File: config.mk
export PLATFORM = sky130hd
export DESIGN_NAME = dut_keypad_scan
export DESIGN_NICKNAME = d
export VERILOG_FILES = /design/src/rtl/dut_keypad_scan.sv
export SDC_FILE = /design/constraint.sdc
export NUM_CORES = 1
export LEC_CHECK = 0
export BUFFER_PORTS_ARGS = -buffer_cell sky130_fd_sc_hd__buf_2
export CAP_MARGIN = 10
export CORE_MARGIN = 3
export CORE_UTILIZATION = 52
export DETAILED_ROUTE_END_ITERATION = 10
export MAX_ROUTING_LAYER = met4
export PLACE_DENSITY = 0.83
export SYNTH_ARGS = -nofsm -noshare
export SYNTH_HDL_FRONTEND = slang
export SYNTH_SLANG_ARGS = --single-unit
File: constraint.sdc
create_clock -name clk -period 2.1 [get_ports clk]
set_clock_uncertainty 0.2 [all_clocks]
set_input_delay 0.105 -clock clk [delete_from_list [all_inputs] [get_ports clk]]
set_output_delay 0.105 -clock clk [all_outputs]
set_load 0.05 [all_outputs]
File: src/rtl/dut_keypad_scan.sv
// Matrix keypad scanner: one-hot column drive, 2-flop row synchroniser, press/release debounce,
// multi-key rejection and valid/ready key delivery. Define KEYPAD_REPEAT_EN for auto-repeat while held.
module dut_keypad_scan #(
    parameter int KEY_ROW      = 4,
    parameter int KEY_COL      = 4,
    parameter int SCAN_CYC     = 4,
    parameter int DEBOUNCE_CYC = 16,
    parameter int REPEAT_CYC   = 256
) (
    input  logic                               clk,
    input  logic                               rst_n,
    input  logic [KEY_ROW-1:0]                 row_sense,
    output logic [KEY_COL-1:0]                 col_drv,
    output logic [$clog2(KEY_ROW*KEY_COL)-1:0] key,
    output logic                               valid,
    input  logic                               ready,
    output logic                               multi
);
    localparam int KEY_W   = $clog2(KEY_ROW*KEY_COL);
    localparam int COL_W   = (KEY_COL > 1) ? $clog2(KEY_COL) : 1;
    localparam int ROW_W   = (KEY_ROW > 1) ? $clog2(KEY_ROW) : 1;
    localparam int MAX_A   = (SCAN_CYC > DEBOUNCE_CYC) ? SCAN_CYC : DEBOUNCE_CYC;
    localparam int CNT_MAX = (MAX_A > REPEAT_CYC) ? MAX_A : REPEAT_CYC;
    localparam int CNT_W   = $clog2(CNT_MAX + 1);

    typedef enum logic [1:0] {
        ST_SCAN     = 2'd0,
        ST_DEBOUNCE = 2'd1,
        ST_WAIT_ACK = 2'd2,
        ST_HOLD     = 2'd3
    } state_t;

    function automatic logic multi_hot(input logic [KEY_ROW-1:0] v);
        return (v & (v - KEY_ROW'(1))) != '0;
    endfunction

    function automatic logic [ROW_W-1:0] row_index(input logic [KEY_ROW-1:0] v);
        logic [ROW_W-1:0] idx;
        idx = '0;
        for (int i = 0; i < KEY_ROW; i++) begin
            idx = v[i] ? ROW_W'(i) : idx;
        end
        return idx;
    endfunction

    function automatic logic [COL_W-1:0] next_col(input logic [COL_W-1:0] c);
        return (c == COL_W'(KEY_COL - 1)) ? '0 : c + COL_W'(1);
    endfunction

    function automatic logic [KEY_W-1:0] key_code(input logic [ROW_W-1:0] r, input logic [COL_W-1:0] c);
        return KEY_W'(KEY_COL) * KEY_W'(r) + KEY_W'(c);
    endfunction

    logic [KEY_ROW-1:0] sync1_r, rs_r;
    state_t             state_r, state_s;
    logic [COL_W-1:0]   col_idx_r, col_idx_s;
    logic [CNT_W-1:0]   cnt_r, cnt_s;
    logic [KEY_ROW-1:0] pat_r, pat_s;
    logic [KEY_W-1:0]   key_r, key_s;
    logic               valid_r, valid_s;
    logic               multi_r, multi_s;
    logic [KEY_COL-1:0] col_drv_r;
`ifdef KEYPAD_REPEAT_EN
    logic [CNT_W-1:0]   rep_cnt_r, rep_cnt_s;
    logic               rep_arm_r, rep_arm_s;
`endif

    // two-flop synchroniser for the asynchronous row lines
    always_ff @(posedge clk or negedge rst_n) begin
        if (!rst_n) begin
            sync1_r <= '0;
            rs_r    <= '0;
        end else begin
            sync1_r <= row_sense;
            rs_r    <= sync1_r;
        end
    end

    // scan / debounce / handshake / release next-state and output logic
    always_comb begin
        state_s   = state_r;
        col_idx_s = col_idx_r;
        cnt_s     = cnt_r;
        pat_s     = pat_r;
        key_s     = key_r;
        valid_s   = valid_r;
        multi_s   = 1'b0;
`ifdef KEYPAD_REPEAT_EN
        rep_cnt_s = rep_cnt_r;
        rep_arm_s = rep_arm_r;
`endif
        case (state_r)
            ST_SCAN: begin
                if (cnt_r == CNT_W'(SCAN_CYC - 1)) begin
                    cnt_s = '0;
                    if (rs_r == '0) begin
                        col_idx_s = next_col(col_idx_r);
                    end else if (multi_hot(rs_r)) begin
                        multi_s   = 1'b1;
                        col_idx_s = next_col(col_idx_r);
                    end else begin
                        pat_s   = rs_r;
                        state_s = ST_DEBOUNCE;
                    end
                end else begin
                    cnt_s = cnt_r + CNT_W'(1);
                end
            end
            ST_DEBOUNCE: begin
                if (rs_r != pat_r) begin
                    state_s   = ST_SCAN;
                    col_idx_s = next_col(col_idx_r);
                    cnt_s     = '0;
                end else if (cnt_r == CNT_W'(DEBOUNCE_CYC - 1)) begin
                    key_s   = key_code(row_index(pat_r), col_idx_r);
                    valid_s = 1'b1;
                    state_s = ST_WAIT_ACK;
                    cnt_s   = '0;
`ifdef KEYPAD_REPEAT_EN
                    rep_arm_s = 1'b1;
                    rep_cnt_s = '0;
`endif
                end else begin
                    cnt_s = cnt_r + CNT_W'(1);
                end
            end
            ST_WAIT_ACK: begin
                if (valid_r && ready) begin
                    valid_s = 1'b0;
                    state_s = ST_HOLD;
                    cnt_s   = '0;
                end else begin
                    valid_s = valid_r;
                end
            end
            ST_HOLD: begin
                if (rs_r != '0) begin
                    cnt_s = '0;
                end else if (cnt_r == CNT_W'(DEBOUNCE_CYC - 1)) begin
                    state_s   = ST_SCAN;
                    col_idx_s = next_col(col_idx_r);
                    cnt_s     = '0;
                end else begin
                    cnt_s = cnt_r + CNT_W'(1);
                end
`ifdef KEYPAD_REPEAT_EN
                // an unchanged pattern keeps the repeat timer running; any change disarms it for this press
                if (rep_arm_r && (rs_r == pat_r)) begin
                    if (rep_cnt_r == CNT_W'(REPEAT_CYC - 1)) begin
                        rep_cnt_s = '0;
                        valid_s   = 1'b1;
                        state_s   = ST_WAIT_ACK;
                    end else begin
                        rep_cnt_s = rep_cnt_r + CNT_W'(1);
                    end
                end else begin
                    rep_arm_s = 1'b0;
                    rep_cnt_s = '0;
                end
`endif
            end
            default: begin
                state_s   = ST_SCAN;
                col_idx_s = '0;
                cnt_s     = '0;
                valid_s   = 1'b0;
            end
        endcase
    end

    // state, datapath and registered outputs
    always_ff @(posedge clk or negedge rst_n) begin
        if (!rst_n) begin
            state_r   <= ST_SCAN;
            col_idx_r <= '0;
            cnt_r     <= '0;
            pat_r     <= '0;
            key_r     <= '0;
            valid_r   <= 1'b0;
            multi_r   <= 1'b0;
            col_drv_r <= '0;
        end else begin
            state_r   <= state_s;
            col_idx_r <= col_idx_s;
            cnt_r     <= cnt_s;
            pat_r     <= pat_s;
            key_r     <= key_s;
            valid_r   <= valid_s;
            multi_r   <= multi_s;
            col_drv_r <= KEY_COL'(1) << col_idx_s;
        end
    end

`ifdef KEYPAD_REPEAT_EN
    // auto-repeat timer and arm flag
    always_ff @(posedge clk or negedge rst_n) begin
        if (!rst_n) begin
            rep_cnt_r <= '0;
            rep_arm_r <= 1'b0;
        end else begin
            rep_cnt_r <= rep_cnt_s;
            rep_arm_r <= rep_arm_s;
        end
    end
`endif

    assign col_drv = col_drv_r;
    assign key     = key_r;
    assign valid   = valid_r;
    assign multi   = multi_r;

endmodule
[Word-level counts from Yosys, hierarchy flattened]
Index checks and enable logic that the tools add are counted.
Storage, ports and cells
  output and inout port bits: 10
  register bits after elaboration: 35
  input port bits: 7
  memories: 0
  memory bits (read-only): 0
  memory bits (writable): 0
  bits in latches: 0
Cells by class
  divide/modulo/power cells: 0
  order comparisons: 0
  $add $sub $neg: 4
  $mul: 0
  equal/unequal tests: 16
  mux-type cells: 34
  reduce and logical (&&, ||, !) cells: 10
  bitwise gates (word level): 4
  shift operators: 1
Operator list (count)
  $mux W9: 5
  $pmux W9 S4: 1
  $mux W2: 17
  $ne A2 B2 Y1 const B: 8
  $add A9 B1 Y9 const B: 1
  $eq A9 B2 Y1 const B: 1
  $eq A9 B4 Y1 const B: 1
  $mux W1: 8
  $pmux W2 S4: 1
  $reduce_and A4 Y1: 2
  $reduce_bool A4 Y1: 2
  $reduce_and A7 Y1: 1
  $eq A2 B2 Y1 const B: 3
  $pmux W2 S3: 1
  $add A4 B2 Y4: 1
  $and A4 B4 Y4: 1
  $logic_not A4 Y1: 1
  $ne A4 B4 Y1: 1
  $shl A1 B2 Y4 const A: 1
  $sub A4 B1 Y4 const B: 1
  $ne A3 B3 Y1 const B: 1
  $not A1 Y1: 3
  $reduce_and A3 Y1: 1
  $add A2 B1 Y2 const B: 1
  other kinds (5): 5

[Longest topological paths before layout]
  depth after elaboration: 8
  gate-level depth with buffers: 6

[Worst setup path before layout]
Ideal clock, no wire load.
  path kind: register to register
  from: reg cnt_r[7]
  to: reg pat_r[1]
  path buffers: 0
  data arrival time: 2018 ps
  slack: -245 ps
  stages on the path, launching flop included: 5
  library setup time: 128 ps
  cells stage by stage: dfrtp_1 > or4_4 > or4_4 > nor3_4 > mux2_1
Between the ends
  cells in the longest elaborated chain, start to end: 2
RTL lines
  start, declared: line 57  | logic [CNT_W-1:0] cnt_r, cnt_s;
  start signal, assigned: line 185  | cnt_r <= cnt_s;
  $eq A9 B2 Y1: line 94  | if (cnt_r == CNT_W'(SCAN_CYC - 1)) begin
  $reduce_and A4 Y1 (no source line)
  end signal, assigned: line 186  | pat_r <= pat_s;
  end, declared: line 58  | logic [KEY_ROW-1:0] pat_r, pat_s;
Every way passes these cells.
A chain may end at the register's enable or synchronous reset.

[Worst setup path after layout]
  from: reg cnt_r[7]
  to: reg pat_r[3]
The elaborated chain is that of the path after synthesis.

==> results.py <==
metrics = {
    "run_status": {
        "outcome": "complete, but fails checks",
        "violations": "negative setup slack",
    },
    "synthesis": {
        "synth_edf_count": 0,
        "ys_ff_latch": 35,
        "synth-seq-area-share_pct": 50.7,
        "yosys_warnings": 0,
        "yosysUniqueCellTypes": 41,
        "synth_top_flop_cell": "dfrtp_1",
        "async_flop_share_pct": 100,
        "postSynthAreaPerCell_sq_um": 10.2,
        "synth_nets": 178,
        "synth_area_sq_mm": 0.00173,
        "syn_inst": 169,
    },
    "route": {
        "drc": 0,
        "routed_wl_mm": 4.50,
        "met3_length_um": 229,
        "via_per_inst": 5.73,
        "vias": 1554,
        "drtPass1Iterations": 5,
        "ant_nets": 0,
        "topRoutingLayerUsed": "met4",
        "wl_met2_mm": 2.25,
        "wl_met1_mm": 1.83,
        "drt_iter0_markers": 132,
        "post_drt_wl_per_cell_um": 16.6,
    },
    "cells_and_area": {
        "n_antenna_cell": 0,
        "fin_area_sq_mm": 0.00243,
        "final_common_cell": "dfrtp_1",
        "fin_cells": 271,
        "multi_input_area_sq_um": 968,
        "drive_gt1_share_pct": 42.3,
        "most-common-layout-cells": "dfrtp_1, nand2_1, buf_4, buf_2, nor2_1",
        "fillers": 198,
        "seq_area_sq_um": 877,
        "synthToLayoutAreaGrowth_pct": 40.4,
        "layout.nets": 235,
    },
    "critical_path": {
        "path_max_fanout": 5,
        "cp_data_arrival_time_ps": 2440,
        "worstSetupStartpointType": "register",
        "reg2regPathDepth": 4,
        "endpoint_kind": "register",
        "r2r_setup_slack_ps": -310,
        "path_class": "register to register",
        "worstPathRequired_ps": 2130,
    },
    "timing": {
        "worst_slack_ps": -309,
        "worst_pin_slew_ps": 755,
        "setup_tns_ps": -4740,
        "layout_min_cycle_time_ps": 2410,
        "min_period_over_period_pct": 115,
        "finalHoldViolations": 0,
        "setup_viol_count_final": 25,
        "fmax_mhz": 415,
        "relSlewSlack_pct": 49.7,
        "slew_viol_final": 0,
        "rsz0062_at_grt": "true",
    },
    "floorplan": {
        "die-area_sq_mm": 0.00405,
        "io-pin-count": 17,
        "start_util_pct": 55.7,
        "fp.coreArea_sq_mm": 0.00310,
        "rows": 20,
        "die_w_um": 63.7,
        "dieHeight_um": 63.7,
    },
    "pwr": {
        "cellLeakagePower_uw": 0.00112,
        "total_power_uw": 2790,
        "powerDensity_mw_per_mm2": 1150,
        "max-vdd-ir-drop_uv": 596,
    },
    "global_route": {
        "grt_pass1_vias": 1519,
        "grt_max_degree": 36,
        "grt_use_total_pct": 22.5,
        "grt_overflow_total": 0,
        "grt_pass1_wl_mm": 6.80,
        "antenna_found_initial": 0,
    },
    "hold_path": {
        "worstHoldPathType": "register to register",
        "hold_depth": 0,
    },
    "placement": {
        "io_buffer_count": 16,
        "dp_cells": 248,
        "place.gp.congestion": 0.884,
        "postPlaceCellArea_sq_mm": 0.00204,
        "place_hpwl_mm": 2.53,
    },
    "clock_tree": {
        "clockBufferDepth": 2,
        "cts_buffers": 5,
        "cts_tree": "yes",
        "clock_latency_ps": 340,
        "cts_max_level": 2,
        "cts.sinks": 35,
        "root_buffer": "clkbuf_4",
        "clk_pin_slew_ps": 100,
    },
    "flow_run": {
        "cap_violations": 0,
    },
}
path summary, 6_finish.rpt:
| kind | start | endpoint |
|---|---|---|
| setup / recovery | cnt_r[7]$_DFFE_PN0P_ | pat_r[3]$_DFFE_PN0P_ |
| hold / removal | sync1_r[2]$_DFF_PN0_ | rs_r[2]$_DFF_PN0_ |
| setup reg to reg | cnt_r[7]$_DFFE_PN0P_ | pat_r[3]$_DFFE_PN0P_ |
| hold reg to reg | sync1_r[2]$_DFF_PN0_ | rs_r[2]$_DFF_PN0_ |
| max in group asynchronous | rst_n | rs_r[3]$_DFF_PN0_ |
| min in group asynchronous | rst_n | cnt_r[0]$_DFFE_PN0P_ |
critical path, stage by stage (launching register included):
cell,delay (ps)
dfrtp_1,410
or4_4,570
or4_4,520
nor3_4,260
mux2_1,360
power by group:
group          switching [uW]  internal (uW)  total [uW]
sequential                155            827         982
clock                     224            281         505
combinational             696            604        1300
synthesized netlist by cell type, types with 3 or more instances:
cell type / instances / area (sq um)
inv_1: 4 / 15.0
o21ai_0: 11 / 55.1
mux2_1: 7 / 78.8
xnor2_1: 4 / 35.0
mux2i_1: 4 / 40.0
nor3_1: 5 / 25.0
and2_1: 3 / 18.8
nand3_1: 4 / 20.0
buf_2: 3 / 15.0
o211ai_1: 3 / 22.5
dfrtp_1: 35 / 876
nand2_1: 29 / 109
a21oi_1: 3 / 15.0
nor2_1: 14 / 52.6
or2_2: 3 / 18.8
o22ai_1: 5 / 31.3
nand2b_1: 3 / 18.8
cells by family after synthesis:
family	share of synthesized area, %
AO/OA/AOI/OAI	10.7
flip-flops	50.7
multiplexers	6.87
AND/OR/NAND/NOR	24.8
adder cells (fa/ha/maj)	2.03
XOR/XNOR	2.53
buffers and inverters	2.39
final cells by class:
class | count | share of cell area [%]
inverters | 4 | 0.619
well taps | 44 | 2.27
flip-flops and latches | 35 | 36.1
clock buffers | 6 | 2.11
multi-input cells | 124 | 39.9
repair buffers | 56 | 17.5
clock inverters | 2 | 1.44
flip-flops by register name, summed over array words and instances (netlist names), named ones only:
signal and flops:
cnt_r 9, col_drv 4, col_idx_r 2, key 4
multi 1, pat_r 4, rs_r 4, state_r 1
sync1_r 4, valid 1
routing by layer:
metal | up-vias | GRT usage (%)
li1 | 712 | -
met1 | 755 | 25.4
met3 | 22 | 6.06
met5 | - | -
met4 | 0 | 9.97
met2 | 65 | 37.3
metrics by stage:
stage / hold WS (ps) / util, % / setup slack (ps)
6_report: 160 / 78.2 / -309
5_1_grt: 167 / 78.2 / -355
4_1_cts: 166 / 75.4 / -246
3_5_place_dp: 14.7 / 65.8 / -227
3_3_place_gp: -4.84 / 65.8 / -169
2_1_floorplan: -391 / - / -245
what timing repair did:
action	in CTS	in global routing
endpoints found under the setup margin	24	25
resized for setup	31	12
setup buffers	4	6
hold endpoints to repair	42	0
hold buffers	6	0
pin swaps	8	8
Power figures use the tool's default switching activity.
